**config.mk**
```make
export PLATFORM = sky130hd
export DESIGN_NAME = ps2_scan_buffer
export DESIGN_NICKNAME = d
export VERILOG_FILES = /design/src/rtl/ps2_pkg.sv /design/src/rtl/ps2_scan_fifo.sv /design/src/rtl/ps2_scan_buffer.sv
export SDC_FILE = /design/constraint.sdc
export NUM_CORES = 1
export LEC_CHECK = 0
export CORE_MARGIN = 10
export CORE_UTILIZATION = 46
export DETAILED_ROUTE_END_ITERATION = 10
export SETUP_SLACK_MARGIN = 0.3
export SYNTH_ARGS = -nofsm -noshare
export SYNTH_HDL_FRONTEND = slang
export SYNTH_HIERARCHICAL = 1
export SYNTH_SLANG_ARGS = --single-unit
```
**constraint.sdc**
```tcl
create_clock -name clk -period 3.92 [get_ports clk]
set_input_delay 0.784 -clock clk [delete_from_list [all_inputs] [get_ports clk]]
set_output_delay 0.784 -clock clk [all_outputs]
set_load 0.1 [all_outputs]
```
**src/rtl/ps2_pkg.sv**
```systemverilog
// Shared types and constants for the PS/2 scan-code receiver and its event FIFO.
package ps2_pkg;

    typedef enum logic [1:0] {
        IDLE,
        DATA,
        PARITY,
        STOP
    } rx_state_e;

    localparam logic [7:0] PS2_EXT = 8'hE0;
    localparam logic [7:0] PS2_BRK = 8'hF0;

    typedef struct packed {
        logic       ext;
        logic       brk;
        logic [7:0] code;
    } key_evt_t;

    // Odd parity holds when data plus parity bit carry an odd number of ones.
    function automatic logic odd_parity_ok(input logic [7:0] data, input logic par);
        return ^{data, par};
    endfunction

endpackage

```
**src/rtl/ps2_scan_fifo.sv**
```systemverilog
// Synchronous show-ahead FIFO of key events. A push into a full FIFO is only
// accepted when a pop frees a slot in the same cycle; otherwise it is dropped
// and reported on the drop strobe.
module ps2_scan_fifo
    import ps2_pkg::*;
#(
    parameter int FIFO_DEPTH = 8
) (
    input  logic                        clk,
    input  logic                        rst,
    input  logic                        push,
    input  key_evt_t                    push_evt,
    input  logic                        pop,
    output key_evt_t                    head_evt,
    output logic                        empty,
    output logic [$clog2(FIFO_DEPTH):0] count,
    output logic                        drop
);

    localparam int AW = $clog2(FIFO_DEPTH);

    key_evt_t          mem [FIFO_DEPTH];
    logic [AW-1:0]     wr_ptr;
    logic [AW-1:0]     rd_ptr;
    logic [AW:0]       cnt;
    logic              full;
    logic              do_pop;
    logic              do_push;

    assign empty    = (cnt == '0);
    assign full     = (cnt == (AW+1)'(FIFO_DEPTH));
    assign do_pop   = pop & ~empty;
    assign do_push  = push & (~full | do_pop);
    assign drop     = push & full & ~do_pop;
    assign head_evt = mem[rd_ptr];
    assign count    = cnt;

    // Pointer and occupancy bookkeeping; pointers wrap naturally at the power-of-two depth.
    always_ff @(posedge clk or negedge rst) begin
        if (!rst) begin
            wr_ptr <= '0;
            rd_ptr <= '0;
            cnt    <= '0;
        end else begin
            if (do_push) wr_ptr <= wr_ptr + 1'b1;
            if (do_pop)  rd_ptr <= rd_ptr + 1'b1;
            case ({do_push, do_pop})
                2'b10:   cnt <= cnt + 1'b1;
                2'b01:   cnt <= cnt - 1'b1;
                default: cnt <= cnt;
            endcase
        end
    end

    // Storage array carries data only, so it is left out of reset.
    always_ff @(posedge clk) begin
        if (do_push) mem[wr_ptr] <= push_evt;
    end

endmodule

```
**src/rtl/ps2_scan_buffer.sv**
```systemverilog
// PS/2 keyboard receiver: synchronises the raw PS/2 lines, deserialises 11-bit
// frames, folds E0/F0 prefixes into key events and queues them in a FIFO whose
// head is presented show-ahead to the CPU bus.
module ps2_scan_buffer
    import ps2_pkg::*;
#(
    parameter int FIFO_DEPTH     = 8,
    parameter int SYNC_STAGES    = 2,
    parameter int FILTER_BREAK   = 1,
    parameter int TIMEOUT_CYCLES = 50000
) (
    input  logic                        clk,
    input  logic                        rst,
    input  logic                        ps2_clk,
    input  logic                        ps2_data,
    input  logic                        pop,
    input  logic                        clr_err,
    output logic                        key_valid,
    output logic [7:0]                  key_code,
    output logic                        key_ext,
    output logic                        key_break,
    output logic [$clog2(FIFO_DEPTH):0] fifo_count,
    output logic                        overflow,
    output logic                        frame_err
);

    localparam int TW = $clog2(TIMEOUT_CYCLES + 1);

    logic [SYNC_STAGES-1:0] clk_sync;
    logic [SYNC_STAGES-1:0] data_sync;
    logic                   clk_prev;
    logic                   fall;
    logic                   bit_in;

    rx_state_e              state;
    rx_state_e              state_nx;
    logic [2:0]             bit_cnt;
    logic [7:0]             shift_reg;
    logic                   par_bit;
    logic [TW-1:0]          to_cnt;
    logic                   timeout_hit;
    logic                   frame_bad;
    logic                   byte_good;

    logic [7:0]             byte_p0;
    logic                   vld_p0;

    logic                   ext_pend;
    logic                   brk_pend;
    logic                   is_ext;
    logic                   is_brk;
    logic                   push;
    key_evt_t               push_evt;

    key_evt_t               head_evt;
    logic                   fifo_empty;
    logic                   fifo_drop;

    // Synchronisers idle high so that reset release never fakes a clock fall.
    always_ff @(posedge clk or negedge rst) begin
        if (!rst) begin
            clk_sync  <= '1;
            data_sync <= '1;
            clk_prev  <= 1'b1;
        end else begin
            clk_sync  <= {clk_sync[SYNC_STAGES-2:0], ps2_clk};
            data_sync <= {data_sync[SYNC_STAGES-2:0], ps2_data};
            clk_prev  <= clk_sync[SYNC_STAGES-1];
        end
    end

    assign fall   = clk_prev & ~clk_sync[SYNC_STAGES-1];
    assign bit_in = data_sync[SYNC_STAGES-1];

    assign timeout_hit = (state != IDLE) && !fall && (to_cnt == TW'(TIMEOUT_CYCLES - 1));

    // Frame state register.
    always_ff @(posedge clk or negedge rst) begin
        if (!rst) state <= IDLE;
        else      state <= state_nx;
    end

    // Next-state logic; a byte is accepted only with odd parity and a high stop bit.
    always_comb begin
        state_nx  = state;
        frame_bad = 1'b0;
        byte_good = 1'b0;
        if (timeout_hit) begin
            state_nx  = IDLE;
            frame_bad = 1'b1;
        end else if (fall) begin
            case (state)
                IDLE: begin
                    if (!bit_in) state_nx = DATA;
                    else         frame_bad = 1'b1;
                end
                DATA: begin
                    if (bit_cnt == 3'd7) state_nx = PARITY;
                end
                PARITY: state_nx = STOP;
                STOP: begin
                    state_nx = IDLE;
                    if (bit_in && odd_parity_ok(shift_reg, par_bit)) byte_good = 1'b1;
                    else                                            frame_bad = 1'b1;
                end
                default: state_nx = IDLE;
            endcase
        end
    end

    // Bit counter restarts on every start bit.
    always_ff @(posedge clk or negedge rst) begin
        if (!rst) begin
            bit_cnt <= '0;
        end else if (fall) begin
            if (state == IDLE)      bit_cnt <= '0;
            else if (state == DATA) bit_cnt <= bit_cnt + 3'd1;
        end
    end

    // Deserialiser: LSB arrives first, so bits shift in from the top.
    always_ff @(posedge clk) begin
        if (fall && state == DATA)   shift_reg <= {bit_in, shift_reg[7:1]};
        if (fall && state == PARITY) par_bit   <= bit_in;
    end

    // Inactivity watchdog, cleared by every sampled bit and idle while no frame is open.
    always_ff @(posedge clk or negedge rst) begin
        if (!rst)                               to_cnt <= '0;
        else if (state == IDLE || fall)         to_cnt <= '0;
        else if (timeout_hit)                   to_cnt <= '0;
        else                                    to_cnt <= to_cnt + 1'b1;
    end

    // ---- stage p0: completed byte ----
    always_ff @(posedge clk or negedge rst) begin
        if (!rst) vld_p0 <= 1'b0;
        else      vld_p0 <= byte_good;
    end

    // Byte capture carries data only.
    always_ff @(posedge clk) begin
        if (byte_good) byte_p0 <= shift_reg;
    end

    assign is_ext   = (byte_p0 == PS2_EXT);
    assign is_brk   = (byte_p0 == PS2_BRK);
    assign push     = vld_p0 && !is_ext && !is_brk && !((FILTER_BREAK != 0) && brk_pend);
    assign push_evt = '{ext: ext_pend, brk: brk_pend, code: byte_p0};

    // Prefix flags accumulate until a non-prefix byte consumes them.
    always_ff @(posedge clk or negedge rst) begin
        if (!rst) begin
            ext_pend <= 1'b0;
            brk_pend <= 1'b0;
        end else if (vld_p0) begin
            if (is_ext) begin
                ext_pend <= 1'b1;
            end else if (is_brk) begin
                brk_pend <= 1'b1;
            end else begin
                ext_pend <= 1'b0;
                brk_pend <= 1'b0;
            end
        end
    end

    // ---- stage p1: FIFO write ----
    ps2_scan_fifo #(
        .FIFO_DEPTH (FIFO_DEPTH)
    ) u_fifo (
        .clk      (clk),
        .rst      (rst),
        .push     (push),
        .push_evt (push_evt),
        .pop      (pop),
        .head_evt (head_evt),
        .empty    (fifo_empty),
        .count    (fifo_count),
        .drop     (fifo_drop)
    );

    // Sticky error flags; a new error in the same cycle beats the clear.
    always_ff @(posedge clk or negedge rst) begin
        if (!rst) begin
            overflow  <= 1'b0;
            frame_err <= 1'b0;
        end else begin
            if (fifo_drop)    overflow <= 1'b1;
            else if (clr_err) overflow <= 1'b0;
            if (frame_bad)    frame_err <= 1'b1;
            else if (clr_err) frame_err <= 1'b0;
        end
    end

    // Head fields are masked while empty so stale storage never leaks onto the bus.
    assign key_valid = ~fifo_empty;
    assign key_code  = key_valid ? head_evt.code : 8'h00;
    assign key_ext   = key_valid & head_evt.ext;
    assign key_break = key_valid & head_evt.brk;

endmodule

```
# After elaboration in Yosys (flattened, before gate mapping)
# Memory sizes are Yosys's and may differ from the RTL's.
# Index checks and enable logic that the tools add are counted.
# totals
register_bits,58
ramBits,80
input_bits,6
output_inout_bits,17
wordCells,104
memories,1
# memory_table
memory,words,word_bits,rd,rd_ports_with_merged_regs,write_ports,line_no,source
u_fifo.mem,8,10,1,0,1,ps2_scan_fifo.sv:22,key_evt_t mem [FIFO_DEPTH];
# op_classes
addsub,6
n_eq_ne,13
muxes,28
n_bitwise,13
reduce_logical,26
# op_table
cell,n
2-to-1 mux 16 bit,2
adder 16 x 1 -> 16 bit (second input constant),1
equality test 16 bit (second input constant),1
equality test 8 bit (second input constant),2
2-to-1 mux 1 bit,16
nonzero test 2 bit,6
adder 3 x 1 -> 3 bit (second input constant),3
XOR reduction 9 bit,1
logical AND 1 bit,8
2-to-1 mux 2 bit,4
2-to-1 mux 8 bit,1
case mux 2 bit (4 select lines),1
case mux 4 bit (2 select lines),1
bitwise AND 1 bit,7
equality test 2 bit (second input constant),3
2-to-1 mux 3 bit,2
inequality test 3 bit (second input constant),2
AND reduction 2 bit,3
NOT 1 bit,5
adder 4 x 1 -> 4 bit (second input constant),1
equality test 2 x 1 -> 1 bit (second input constant),2
equality test 4 bit (second input constant),1
zero test 1 bit,4
zero test 4 bit,1
8 further kinds,8

# Longest topological paths before layout
# Gate-level depths: netlist of run 1.
# logic_depth
ltp_word,8
ltp_mapped,11
depth_no_buf,10

# Hierarchy
# Netlist of run 1, hierarchy kept.
# modules_own_cells
mod,n_inst,cells_per_inst,area_each_um2,seq_area_each_um2
ps2_scan_fifo,1,188,3678.5,2652.5
ps2_scan_buffer,1,180,2189.6,1292.5

# Worst setup path before layout of run 1
# Ideal clock, no wire load.
# synth_path
path_type,reg2out
from,register u_fifo.cnt[1] (netlist: u_fifo/count[1])
to,output key_code[0]
arrival_ns,2.973
t_required_ns,3.136
slack_ns,0.163
path_stages_with_launch,7
n_path_buf,3
path_cell_list,dfrtp_1 buf_6 or3_1 buf_6 nor2_1 clkbuf_1 nor2b_1
# synth_between
elab_chain_cells,2
# synth_rtl
element,line_no,source
"start, declared",ps2_scan_fifo.sv:25,logic [AW:0] cnt;
"start signal, assigned",ps2_scan_fifo.sv:48,2'b10: cnt <= cnt + 1'b1;
"start signal, assigned",ps2_scan_fifo.sv:49,2'b01: cnt <= cnt - 1'b1;
"start signal, assigned",ps2_scan_fifo.sv:50,default: cnt <= cnt;
zero test 4 bit,ps2_scan_fifo.sv:30,assign empty = (cnt == '0);
named net fifo_empty,ps2_scan_buffer.sv:56,logic fifo_empty;
2-to-1 mux 8 bit,ps2_scan_buffer.sv:198,assign key_code = key_valid ? head_evt.code : 8'h00;
"end, declared",ps2_scan_buffer.sv:19,"output logic [7:0] key_code,"
# The timed path passes the listed nets, and every way through them passes these cells.

# Worst setup path in the final report of run 1
# layout_path
from,register byte_p0[6]
to,register u_fifo.cnt[1] (netlist: u_fifo/count[1])
# layout_between
elab_chain_cells,8
word_cells_on_any_way,12
classes_between,eq/ne (4); mux (1); bitwise (1); reduce/logical (6)
# layout_rtl
element,line_no,source
"start, declared",ps2_scan_buffer.sv:45,logic [7:0] byte_p0;
"start signal, assigned",ps2_scan_buffer.sv:143,if (byte_good) byte_p0 <= shift_reg;
equality test 8 bit,ps2_scan_buffer.sv:146,assign is_ext = (byte_p0 == PS2_EXT);
zero test 1 bit,ps2_scan_buffer.sv:148,assign push = vld_p0 && !is_ext && !is_brk && !((FILTER_BREAK != 0) && brk_pend);
logical AND 1 bit,ps2_scan_buffer.sv:148,
logical AND 1 bit * (2 in a row),ps2_scan_buffer.sv:148,
named net push,ps2_scan_buffer.sv:52,logic push;
bitwise AND 1 bit *,ps2_scan_fifo.sv:33,assign do_push = push & (~full | do_pop);
equality test 2 x 1 -> 1 bit / equality test 2 bit (equally long branches),ps2_scan_fifo.sv:47,"case ({do_push, do_pop})"
case mux 4 bit (2 select lines) / nonzero test 2 bit (equally long branches),--,
# The timed path passes the listed nets; every way through them passes the cells marked *.
# A chain may end at the register's enable or synchronous reset.

==> results.cfg, run 1 <==
[run_status]
run_status = finished, final reports clean

[clocking]
cts-root-to-sink-buffers = 2
clk-insertion-delay-late_ns = 0.41
clock_sinks = 138
cts_tree = built
tritoncts.num_buffers = 17
cts.reportedPaths.clkPinSlew_ns = 0.06
cts_resized = 0
postCtsSetupBuffers = 0
ctsHtreeMaxLevel = 4
cts_hold_repair.buffers = 0
clock_tree.root_cell = clkbuf_16

[drt]
firstDrtPassIters = 4
drc = 0
route.antenna.remaining_nets = 0
post_drt_wl_per_cell_um = 17.6
viasPerCell = 5.18
drt_first_iter_violations = 215
drt-total-wl_mm = 10.5
detailroute.via_count = 3074

[timing]
aggregate_negative_setup_slack_ns = 0
achievable-frequency_mhz = 317
hold_viol_final = 0
unrepaired_setup_endpoints_after_global_routing = false
max_slew_margin_pct = 34.2
clock_skew_ns = 0.00555
timing.final.setup_violations = 0
timing.final.max_slew_violations = 0
period_share_pct = 80.6
tightest_slew_ns = 0.984
min_period_ns = 3.16

[power_and_ir_drop]
ir_worst_vdd_mv = 0.355
comb_power_share_pct = 37.1
p_sw_share_pct = 38.7
clkPwrFrac_pct = 28.3
share_seq_of_total_power_pct = 34.6
p_int_w = 0.00326
power_density_of_the_placed_cells_mw_per_mm2 = 778
p_switching_w = 0.00206
leakagePower_nw = 2.48

[floorplanning]
dieHeight_um = 133
row_count = 41
die-width_um = 133
die_footprint_sq_mm = 0.0177
core-area_sq_mm = 0.0126
number_of_ports_placed_on_the_die_boundary = 23
floorplan.initialDensity_pct = 46.7

[yosys]
synth_largest_area_cell = edfxtp_1
post_synth_main_area_contributors = edfxtp_1 (50%), dfrtp_1 (15%), mux4_2 (7.7%)
synth-edff-count = 97
sequential_element_share_of_the_synthesized_area_pct = 67.2
synth_largest_type_area_fraction_pct = 49.6
synth_cell_type_count = 49
synth_area_sq_mm = 0.00587
synthArstFlopShare_pct = 29.7
flops_latches_synth = 138
postSynthAreaPerCell_sq_um = 15.9
synth.cells.most_frequent = edfxtp_1 (97), dfrtp_1 (36), nor2_1 (33)
yosysMostFrequentCell = edfxtp_1
ys_dominant_reg_cell = edfxtp_1
synth_warnings = 6
synth_cells = 368
net_count_after_synthesis = 385

[final_layout]
diodes = 0
share_of_layout_cells_above_drive_strength_1_pct = 23.2
seqCellArea_sq_mm = 0.00395
finalNetCount = 426
final.fill_count = 1028
biggestRegsByFlops = u_fifo/mem: 80 flops, to_cnt: 16 flops
regMostFlops = u_fifo/mem
area_growth_pct = 16.6
multi_input_comb_area_sq_mm = 0.00180
final_cells = 594
largest_register_ff_count = 80

[setup_path]
crit_fanout = 11
cp-end-kind = flip-flop
critPathKind = reg2reg
worst_r2r_path_depth = 10
timing.reg2reg.setup_slack_ns = 0.76
critical_path_arrival_ns = 3.46
timing.critical_path.from_type = flip-flop
critical_register_to_register_path_endpoint = u_fifo/count[1]
timing.rr.start = byte_p0[6]
crit_required_ns = 4.22

[placed_design]
total_half_perimeter_wirelength_after_legalization_and_detailed_placement_mm = 6.64
place.gp.congestion = 0.752
number_of_buffer_cells_added_on_primary_ports = 22
dp.cells = 562

[global_route]
overflow = 0
via_count_of_the_first_global_routing_pass = 3246
grt_pass1_wl_mm = 17.3
maximum_number_of_pins_on_one_net_before_global_route_repair = 42
global_route.usage.total_pct = 12.7
grt_antenna_before_repair = 0

[job]
drv.max_cap_violation_count = 0

[worst_hold_path]
whs_path_depth = 0
min_delay_endpoint = clk_sync[1]
holdCritStartpoint = clk_sync[0]
hold_class = reg2reg
[worst max path at each step]
| stage | end | start |
|---|---|---|
| finish | u_fifo/count[1] | byte_p0[6] |
| global route | u_fifo/count[1] | byte_p0[6] |
| CTS | key_code[3] | u_fifo/rd_ptr[0] |
| detailed placement | u_fifo/count[1] | pop |
| global placement | u_fifo/count[1] | pop |
| floorplan | key_code[0] | u_fifo/count[1] |
[cell usage in the layout (no fill, tap or decap), types with 2 or more instances in the layout]
cell	count
nand3_1	11
nor4_1	2
nor2_1	33
a31oi_1	2
or3_1	2
nand4_1	2
and3_1	2
buf_4	23
dfstp_2	5
a21oi_1	10
clkinv_2	3
nand2b_1	4
clkbuf_16	17
and4_1	3
xnor2_1	13
clkinvlp_4	3
nor3_1	5
nor2b_1	15
xor2_1	13
or2b_1	2
mux2_2	13
bufinv_16	2
dfrtp_1	36
clkinv_1	4
o21ai_0	6
nand2_1	14
mux4_2	20
inv_1	11
ha_1	11
edfxtp_1	97
and2_1	3
clkdlybuf4s50_1	10
[layout make-up]
| class | count | area share, % |
|---|---|---|
| clock buffer | 18 | 6.27 |
| clock inverter | 14 | 1.90 |
| inverter | 11 | 0.604 |
| multi-input combinational | 207 | 26.4 |
| sequential | 138 | 57.7 |
| tap | 172 | 3.15 |
| timing repair buffer | 34 | 4.06 |
[power by group through the flow]
stage	clock (W)	sequential (W)	combinational, W
after global placement	0	0.00187	0.00198
after global routing	0.00161	0.00186	0.00210
final	0.00151	0.00184	0.00197
after detailed placement	0	0.00187	0.00200
after floorplan	0	0.00194	0.00154
after CTS	0.00154	0.00184	0.00200
[worst max-delay path: stages (launching register included)]
cell	delay, ns
edfxtp_1	0.52
nand4b_1	0.17
o41a_1	0.20
nor2b_1	0.61
nor2_1	0.18
xor2_1	0.18
ha_1	0.33
mux2_2	0.27
nand2_1	0.07
o21ai_0	0.10
a221o_2	0.42
[layer usage]
metal / up-vias / share of wire, % / track usage, %
met2: 48 / 51 / 20.0
met4: 0 / 1.3 / 5.13
met1: 1556 / 44 / 15.6
met3: 11 / 3.8 / 4.54
met5: - / 0 / 0
li1: 1459 / - / -
[cells by family after synthesis]
group / share of synthesized area (%)
XOR/XNOR: 4.26
flip-flops: 67.2
adder cells (fa/ha/maj): 2.35
AO/OA/AOI/OAI: 3.86
AND/OR/NAND/NOR: 9.66
buffers and inverters: 2.05
multiplexers: 10.6
[metrics by stage]
stage	hold WS, ns	utilization [%]	cell area [sq um]	power [W]	worst slack, ns
5_1_grt	0.363	54.4	6840	0.00557	0.587
3_3_place_gp	0.347	50.0	6280	0.00384	0.749
3_5_place_dp	0.347	50.0	6280	0.00387	0.626
6_report	0.355	54.4	6840	0.00532	0.761
4_1_cts	0.355	54.4	6840	0.00539	0.723
2_1_floorplan	0.345	-	5870	0.00348	0.163
Power figures use the tool's default switching activity.
==> run 2, diff against run 1 <==
--- a/config.mk
+++ b/config.mk
@@ -8,6 +8,7 @@
 export CORE_MARGIN = 10
 export CORE_UTILIZATION = 46
 export DETAILED_ROUTE_END_ITERATION = 10
+export PLACE_DENSITY = 0.65
 export SETUP_SLACK_MARGIN = 0.3
 export SYNTH_ARGS = -nofsm -noshare
 export SYNTH_HDL_FRONTEND = slang
==> constraint.sdc (replaced) <==
create_clock -name clk -period 2.83 [get_ports clk]
set_input_delay 0.566 -clock clk [delete_from_list [all_inputs] [get_ports clk]]
set_output_delay 0.566 -clock clk [all_outputs]
set_load 0.1 [all_outputs]
==> run 2 against run 1 <==
Against the previous run: hold slack got worse by 0.29 ns; critical path type is now reg2out; critical path depth fell by 4; critical endpoint is now key_code[4]; flip-flop and latch count unchanged; clock skew rose by 0.0042 ns; via count increased by 7.1%; cell count grew 6.2%.
==> results.cfg, run 2 (synthesis results as in run 1) <==
[setup_path]
crit_fanout = 5
timing.critical_path.from_type = flip-flop
critPathKind = reg2out
crit_required_ns = 2.26
timing.rr.start = u_fifo/count[0]
critical_path_arrival_ns = 2.14
cp-end-kind = output port
critical_register_to_register_path_endpoint = u_fifo/count[0]
timing.reg2reg.setup_slack_ns = 0.19
worst_r2r_path_depth = 13

[timing]
timing.final.max_slew_violations = 0
period_share_pct = 95.5
unrepaired_setup_endpoints_after_global_routing = true
timing.final.setup_violations = 0
min_period_ns = 2.70
tightest_slew_ns = 0.723
max_slew_margin_pct = 51.8
aggregate_negative_setup_slack_ns = 0
clock_skew_ns = 0.00975
hold_viol_final = 0
achievable-frequency_mhz = 370

[placed_design]
place.gp.congestion = 0.810
number_of_buffer_cells_added_on_primary_ports = 22
dp.cells = 570
total_half_perimeter_wirelength_after_legalization_and_detailed_placement_mm = 6.67

[floorplanning]
core-area_sq_mm = 0.0126
number_of_ports_placed_on_the_die_boundary = 23
row_count = 41
die_footprint_sq_mm = 0.0177
dieHeight_um = 133
floorplan.initialDensity_pct = 46.7
die-width_um = 133

[final_layout]
largest_register_ff_count = 80
share_of_layout_cells_above_drive_strength_1_pct = 35.5
final_cells = 631
regMostFlops = u_fifo/mem
finalNetCount = 463
final_common_cell = edfxtp_1
mostFrequentLayoutCells = edfxtp_1 (97), buf_4 (48), dfrtp_1 (31), nor2_1 (29), mux4_2 (20)
diodes = 0
final.fill_count = 944
area_growth_pct = 28.1
biggestRegsByFlops = u_fifo/mem: 80 flops, to_cnt: 16 flops

[clocking]
cts_tree = built
clk-insertion-delay-late_ns = 0.42
cts_hold_repair.buffers = 0
cts.reportedPaths.clkPinSlew_ns = 0.05
ctsHtreeMaxLevel = 4
cts-root-to-sink-buffers = 2
tritoncts.num_buffers = 17
clock_sinks = 138
clock_tree.root_cell = clkbuf_16

[drt]
post_drt_wl_per_cell_um = 18.3
drt-total-wl_mm = 11.6
route.antenna.remaining_nets = 0
viasPerCell = 5.22
drt_first_iter_violations = 171
detailroute.via_count = 3293
firstDrtPassIters = 4
drc = 0

[global_route]
met2_usage_pct = 22.8
overflow = 0
globalRoute.busiestLayer = met2
grt_antenna_before_repair = 0
gr-usage-met1_pct = 15.8
maximum_number_of_pins_on_one_net_before_global_route_repair = 26
globalRouteMet3Util_pct = 3.86
via_count_of_the_first_global_routing_pass = 3419
grt_pass1_wl_mm = 18.4
global_route.usage.total_pct = 13.6

[power_and_ir_drop]
ir_worst_vdd_mv = 0.498
power_density_of_the_placed_cells_mw_per_mm2 = 1140
leakagePower_nw = 2.84

[run_status]
run_status = finished, final reports clean

[job]
drv.max_cap_violation_count = 0

[worst_hold_path]
hold_class = in2async
-- run 2: cell types whose count changed in the layout (fill, tap and decap cells not counted), moves of 3 or more --
cell / delta
buf_12: +13
buf_4: +25
clkdlybuf4s50_1: -6
dfrtp_1: -5
dfrtp_2: +3
nor2_1: -4
nor2b_1: -11
nor2b_4: +11
-- run 2: per-layer routing --
layer	vias up	wire length (um)	part of all wire [%]
met5	-	0	0
met4	0	201	1.7
met3	19	360	3.1
met2	52	6060	52
met1	1679	4940	43
li1	1543	-	-
-- run 2: critical path, stage by stage (launching register included) --
cell and delay (ns):
dfrtp_2 0.38, buf_6 0.13, buf_16 0.12, mux4_2 0.51
mux2_2 0.28, nor2b_4 0.14, buf_12 0.16
-- run 2: layout make-up --
cell class / instances / area (sq um) / share of cell area [%]
multi-input combinational: 207 / 1930 / 25.7
clock buffer: 20 / 437 / 5.81
clock inverter: 12 / 149 / 1.98
tap: 172 / 215 / 2.86
inverter: 11 / 45.0 / 0.599
sequential: 138 / 3960 / 52.6
timing repair buffer: 71 / 782 / 10.4
-- run 2: how the worst max path moves through the flow --
stage	from	endpoint	slack (ns)	cells after the start
after global placement	pop	u_fifo/count[1]	0.05	9
after floorplan	byte_p0[2]	u_fifo/count[1]	0.16	11
after detailed placement	pop	u_fifo/count[1]	0.01	9
final	u_fifo/rd_ptr[0]	key_code[4]	0.13	6
after CTS	u_fifo/rd_ptr[0]	key_code[5]	0.09	6
after global routing	u_fifo/rd_ptr[0]	key_code[0]	0.06	6
-- run 2: repair_timing --
action	in CTS	in global routing
setup buffers	16	9
cloned	2	2
setup endpoints to repair	32	24
gates resized for setup	11	3
pin swaps	4	4
-- run 2: through the flow --
| step | hold slack (ns) | cell area (sq um) | setup slack, ns | power [W] | utilization, % |
|---|---|---|---|---|---|
| floorplan | 0.270 | 6000 | 0.157 | 0.00504 | - |
| global route | 0.0884 | 7520 | 0.0644 | 0.00895 | 59.8 |
| detailed placement | 0.347 | 6600 | 0.0104 | 0.00599 | 52.5 |
| CTS | 0.0631 | 7390 | 0.0928 | 0.00845 | 58.8 |
| global placement | 0.346 | 6600 | 0.0534 | 0.00594 | 52.5 |
| finish | 0.0683 | 7520 | 0.128 | 0.00857 | 59.8 |
-- run 2: power by group --
group          leakage, nW  internal, W  switching [W]
Combinational         1.16      0.00171        0.00210
Clock                0.281      0.00138       0.000804
Sequential            1.40      0.00235       0.000222
Total                 2.84      0.00544        0.00313
